### src/rtl/fetch_pkg.sv
// Shared constants and types for the fetch / interrupt front end.
// Holds the default vector layout, the return opcode and the return-stack entry format.
package fetch_pkg;

   localparam logic [3:0]  DEF_RTI_OPC    = 4'b0011;
   localparam logic [15:0] DEF_VEC_BASE   = 16'h0005;
   localparam int          DEF_VEC_STRIDE = 2;

   // Return-stack entry at the default geometry (16-bit PC, four interrupt lines)
   typedef struct packed {
      logic [15:0] pc;
      logic [1:0]  id;
   } stack_entry_t;

endpackage

### src/rtl/fetch_irq_unit_stack.sv
// Return-PC stack for nested interrupts: a LIFO of {pc, irq id} entries.
// Push and pop are mutually exclusive and the caller guarantees no overflow or underflow.
module irq_ret_stack
   import fetch_pkg::*;
#(
   parameter int DEPTH = 4,
   parameter int WIDTH = $bits(stack_entry_t),
   localparam int DEPTH_W = $clog2(DEPTH + 1),
   localparam int IDX_W   = (DEPTH > 1) ? $clog2(DEPTH) : 1
) (
   input  logic               clk,
   input  logic               rst,
   input  logic               push_i,
   input  logic               pop_i,
   input  logic [WIDTH-1:0]   data_i,
   output logic [WIDTH-1:0]   top_o,
   output logic [DEPTH_W-1:0] depth_o,
   output logic               full_o
);

   logic [WIDTH-1:0]   mem_q [DEPTH];
   logic [DEPTH_W-1:0] depth_q, depth_d;
   logic [IDX_W-1:0]   wrIdx;
   logic [IDX_W-1:0]   rdIdx;

   assign wrIdx   = depth_q[IDX_W-1:0];
   assign rdIdx   = IDX_W'(depth_q - DEPTH_W'(1));
   assign top_o   = mem_q[rdIdx];
   assign depth_o = depth_q;
   assign full_o  = (depth_q == DEPTH_W'(DEPTH));

   always_comb begin
      depth_d = depth_q;
      if (push_i) begin
         depth_d = depth_q + DEPTH_W'(1);
      end else if (pop_i) begin
         depth_d = depth_q - DEPTH_W'(1);
      end
   end

   // Entries are written at the current depth; popping just lowers the depth
   always_ff @(posedge clk or posedge rst) begin
      if (rst) begin
         depth_q <= '0;
         for (int i = 0; i < DEPTH; i++) begin
            mem_q[i] <= '0;
         end
      end else begin
         depth_q <= depth_d;
         if (push_i) begin
            mem_q[wrIdx] <= data_i;
         end
      end
   end

endmodule

### src/rtl/fetch_irq_unit.sv
// Instruction-fetch front end: PC register, next-PC selection and vectored,
// prioritised, nestable interrupts backed by a hardware return-PC stack.
module fetch_irq_unit
   import fetch_pkg::*;
#(
   parameter int              PC_W        = 16,
   parameter int              INSTR_W     = 16,
   parameter int              NUM_IRQ     = 4,
   parameter int              STACK_DEPTH = 4,
   parameter logic [PC_W-1:0] VEC_BASE    = PC_W'(DEF_VEC_BASE),
   parameter int              VEC_STRIDE  = DEF_VEC_STRIDE,
   parameter logic [3:0]      RTI_OPC     = DEF_RTI_OPC,
   localparam int ID_W    = (NUM_IRQ > 1) ? $clog2(NUM_IRQ) : 1,
   localparam int DEPTH_W = $clog2(STACK_DEPTH + 1)
) (
   input  logic               clk,
   input  logic               rst,
   input  logic [NUM_IRQ-1:0] irq,
   output logic [NUM_IRQ-1:0] irq_ack,
   input  logic               redirect,
   input  logic [PC_W-1:0]    redirect_pc,
   input  logic               halt,
   input  logic [PC_W-1:0]    halt_pc,
   input  logic               stall,
   output logic [PC_W-1:0]    imem_addr,
   input  logic [INSTR_W-1:0] imem_rdata,
   output logic [INSTR_W-1:0] instr,
   output logic [PC_W-1:0]    pc,
   output logic [PC_W-1:0]    pc_plus1,
   output logic [DEPTH_W-1:0] int_depth,
   output logic               stack_full
);

   logic [PC_W-1:0]      pc_q, pc_d;
   logic [NUM_IRQ-1:0]   irqAck_q, irqAck_d;
   logic [ID_W-1:0]      sel;
   logic [ID_W:0]        curLvl;
   logic [PC_W+ID_W-1:0] pushEntry;
   logic [PC_W+ID_W-1:0] topEntry;
   logic [PC_W-1:0]      topPc;
   logic [ID_W-1:0]      topId;
   logic [PC_W-1:0]      vecPc;
   logic [DEPTH_W-1:0]   depth;
   logic                 full;
   logic                 take;
   logic                 rti;
   logic                 stackPop;

   // Lowest set request index wins
   always_comb begin
      sel = '0;
      for (int i = NUM_IRQ - 1; i >= 0; i--) begin
         if (irq[i]) begin
            sel = ID_W'(i);
         end
      end
   end

   assign topPc  = topEntry[ID_W +: PC_W];
   assign topId  = topEntry[ID_W-1:0];
   assign curLvl = (depth == '0) ? (ID_W + 1)'(NUM_IRQ) : {1'b0, topId};

   assign take      = (|irq) && ({1'b0, sel} < curLvl) && !full;
   assign rti       = (imem_rdata[INSTR_W-1 -: 4] == RTI_OPC) && (depth != '0);
   assign stackPop  = rti && !take;
   assign pushEntry = {pc_q, sel};
   assign vecPc     = VEC_BASE + PC_W'(int'(sel) * VEC_STRIDE);

   irq_ret_stack #(
      .DEPTH (STACK_DEPTH),
      .WIDTH (PC_W + ID_W)
   ) u_stack (
      .clk     (clk),
      .rst     (rst),
      .push_i  (take),
      .pop_i   (stackPop),
      .data_i  (pushEntry),
      .top_o   (topEntry),
      .depth_o (depth),
      .full_o  (full)
   );

   // Next-PC priority: take, rti, halt, redirect, stall, sequential.
   // A take pushes the current PC so the discarded fetch is replayed on return.
   always_comb begin
      pc_d     = pc_plus1;
      irqAck_d = '0;
      if (take) begin
         pc_d     = vecPc;
         irqAck_d = NUM_IRQ'(1) << sel;
      end else if (rti) begin
         pc_d = topPc;
      end else if (halt) begin
         pc_d = halt_pc;
      end else if (redirect) begin
         pc_d = redirect_pc;
      end else if (stall) begin
         pc_d = pc_q;
      end
   end

   always_ff @(posedge clk or posedge rst) begin
      if (rst) begin
         pc_q     <= '0;
         irqAck_q <= '0;
      end else begin
         pc_q     <= pc_d;
         irqAck_q <= irqAck_d;
      end
   end

   assign pc         = pc_q;
   assign pc_plus1   = pc_q + PC_W'(1);
   assign imem_addr  = pc_q;
   assign instr      = imem_rdata;
   assign irq_ack    = irqAck_q;
   assign int_depth  = depth;
   assign stack_full = full;

endmodule

### config.mk
export PLATFORM = sky130hd
export DESIGN_NAME = fetch_irq_unit
export DESIGN_NICKNAME = d
export VERILOG_FILES = /design/src/rtl/fetch_pkg.sv /design/src/rtl/fetch_irq_unit_stack.sv /design/src/rtl/fetch_irq_unit.sv
export SDC_FILE = /design/constraint.sdc
export NUM_CORES = 1
export LEC_CHECK = 0
export BUFFER_PORTS_ARGS = -buffer_cell sky130_fd_sc_hd__buf_2
export CORE_ASPECT_RATIO = 1.2
export CORE_MARGIN = 5
export CORE_UTILIZATION = 51
export CTS_BUF_LIST = sky130_fd_sc_hd__clkbuf_4 sky130_fd_sc_hd__clkbuf_8
export DETAILED_ROUTE_END_ITERATION = 12
export GPL_TIMING_DRIVEN = 0
export PLACE_DENSITY = 0.76
export SLEW_MARGIN = 15
export SYNTH_ARGS = -nofsm -noshare
export SYNTH_HDL_FRONTEND = slang
export SYNTH_SLANG_ARGS = --single-unit
### constraint.sdc
create_clock -name clk -period 8.5 [get_ports clk]
set_input_delay 0.425 -clock clk [delete_from_list [all_inputs] [get_ports clk]]
set_output_delay 0.425 -clock clk [all_outputs]
set_load 0.03 [all_outputs]
==> metrics <==
cts hold-fix bufs=0; unrepaired setup endpoints after global routing=false; Synth Cell Area=5470 sq um; Critical Path RT=8.77 ns; fraction of registers with async set/reset=100%; leakage=3.10 nW; final setup vio count=0; worst min path class=in2async; PnR worst setup slack=5.00 ns; vias in the first global route=4557; r2r startpoint=u_stack.depth_o[0]$_DFFE_PP0P_; total track usage=24.5%; antenna violations before repair=0; Max Cap Viol=0; DRT iter0 DRCs=295; Final HPWL DP=11300 um; First-pass DRT Iterations=5; post-CTS setup buffer count=0; most frequent cells after synthesis=95 x dfrtp_1, 53 x mux2_2, 32 x buf_4; clock sink count=95; root buf cell=clkbuf_8; worst path arrival time=3.77 ns; sequential fraction of the synthesis area=43.5%; Skew-Pair Late Insertion Delay=0.37 ns; CP Capture Type=flip-flop; largest net degree at the start of global routing=60; total CTS buffers=9; count leader, synth=dfrtp_1; Setup TNS=0 ns; R2R cell count=10; Die Wd=105 um; skew final=0.0141 ns; Routed Antenna Nets=0; Worst-path clk slew=0.10 ns; gr ovfl total=0; post-layout instance area=6430 sq um; Synth top area share=43.5%; total number of vias=4360; Die Y=123 um; CP startpoint kind=flip-flop; Finished Layout Cells=722; layout cells sized above 1=45.0%; # diodes=0; Syn Nets=524; run status=finished clean; die footprint=12900 sq um; Netlist cell types=53; hold_ws=0.0849 ns; CP Class=reg2reg; wire per inst=22.1 um; Ports=129; core area=10500 sq um; pwr dens=425 nW/um^2; Avg Cell Area, Syn=11.9 sq um; H-tree depth=3; prevailing post-synth register cell=dfrtp_1; Area growth, synth to finish=17.6%; endpoint of the worst-slack reg-to-reg timing path=u_stack.mem_q[10]$_DFFE_PP0P_; Yosys warning total=0; Max clock buf depth=2; endpoints failing hold=0; reg-to-reg setup timing slack=5.00 ns; TritonCTS clock tree=done; Synth area leader=dfrtp_1; # DRC=0; ranking of synthesized cells by area=dfrtp_1 43%, mux2_2 11%, mux2_4 5.8%; Final Cycle Share=41.2%; f_max=286 MHz; WL final=16000 um; Max Slew Vio Count=0; number of enable flip-flop cells after synthesis=0; GPL Wtd Cong=0.838; maximum fanout along the worst path=10; #FFs+latches synth=95; Mapped Cells=461; Slew HR=34.5%; Resized Gates After CTS=0; worst vdd ir=0.220 mV; Vias per Instance=6.04; nets=651; minimum clock period=3.50 ns; Placed Area=6230 sq um; DP Cell Count=706; worst-margin pin slew=0.982 ns; Starting Density=52.0%; # rows=41; IO buf count=115; dpl ws=5.01 ns; first-pass GRT wire length=24500 um
[routing by layer]
layer,global-route usage (%),share of wire (%),vias to the layer above
met5,0,0,-
met4,10.9,2.8,0
met3,4.33,8.2,39
met2,43.1,51,224
met1,29.7,38,2184
li1,-,-,1913
[layout make-up]
cell class | instances | area, sq um
Timing Repair Buffer | 116 | 603
Clock buffer | 12 | 165
Inverter | 15 | 58.8
Fill cell | 859 | 4090
Clock inverter | 4 | 28.8
Sequential cell | 95 | 2380
Multi-Input combinational cell | 286 | 2630
Buffer | 65 | 400
Tap cell | 129 | 161
[cell families after synthesis]
logic type | count (synthesis) | share of synthesized area [%]
fa+ha+maj | 6 | 1.37
buf+inv | 80 | 8.35
compound gates | 79 | 10.5
xor+xnor | 16 | 2.56
flops | 95 | 43.5
simple gates | 87 | 8.42
mux | 98 | 25.3
[power by group]
group	switching [mW]	total [mW]	internal, mW
Clock	0.166	0.297	0.131
Sequential	0.148	0.804	0.656
Combinational	0.918	1.63	0.713
[cell usage in the layout (no fill, tap or decap), types with 13 or more instances in the layout]
cell      count
mux2_4       21
nand2_1      21
mux2_2       53
clkbuf_1     19
buf_4        32
inv_1        13
buf_2       120
o21ai_0      14
dfrtp_1      95
nor2_1       19
[stage by stage]
stage	total power, mW	util (%)
final	2.73	61.1
after floorplan	2.01	-
after detailed placement	2.42	59.3
after global routing	2.86	61.1
after global placement	2.36	59.0
after CTS	2.72	61.1
[state kept, by name, indices dropped and copies added, names as in the netlist]
name and count:
imem_addr 16, irq_ack 4, u_stack.depth_o 3, u_stack.mem_q 72
[how the worst max path moves through the flow]
stage,startpoint,to,slack [ns],depth (start not counted)
floorplan,u_stack.depth_o[0]$_DFFE_PP0P_,u_stack.mem_q[0]$_DFFE_PP0P_,5.39,10
global placement,rst,irq_ack[0]$_DFF_PP0_,4.65,2
detailed placement,u_stack.depth_o[0]$_DFFE_PP0P_,u_stack.mem_q[10]$_DFFE_PP0P_,5.01,10
CTS,u_stack.depth_o[0]$_DFFE_PP0P_,u_stack.mem_q[10]$_DFFE_PP0P_,4.99,10
global route,u_stack.depth_o[0]$_DFFE_PP0P_,u_stack.mem_q[10]$_DFFE_PP0P_,4.77,10
finish,u_stack.depth_o[0]$_DFFE_PP0P_,u_stack.mem_q[10]$_DFFE_PP0P_,5.00,10
[worst max-delay path, cell delays in order (launching register included)]
cell and delay (ns):
dfrtp_1 0.50, buf_2 0.40, inv_1 0.17, ha_1 0.43
buf_6 0.22, mux2i_1 0.09, mux2_4 0.31, o211a_1 0.32
nor2_4 0.36, buf_6 0.24, mux2_2 0.35
Note: power is estimated with default switching activity, not from simulation.
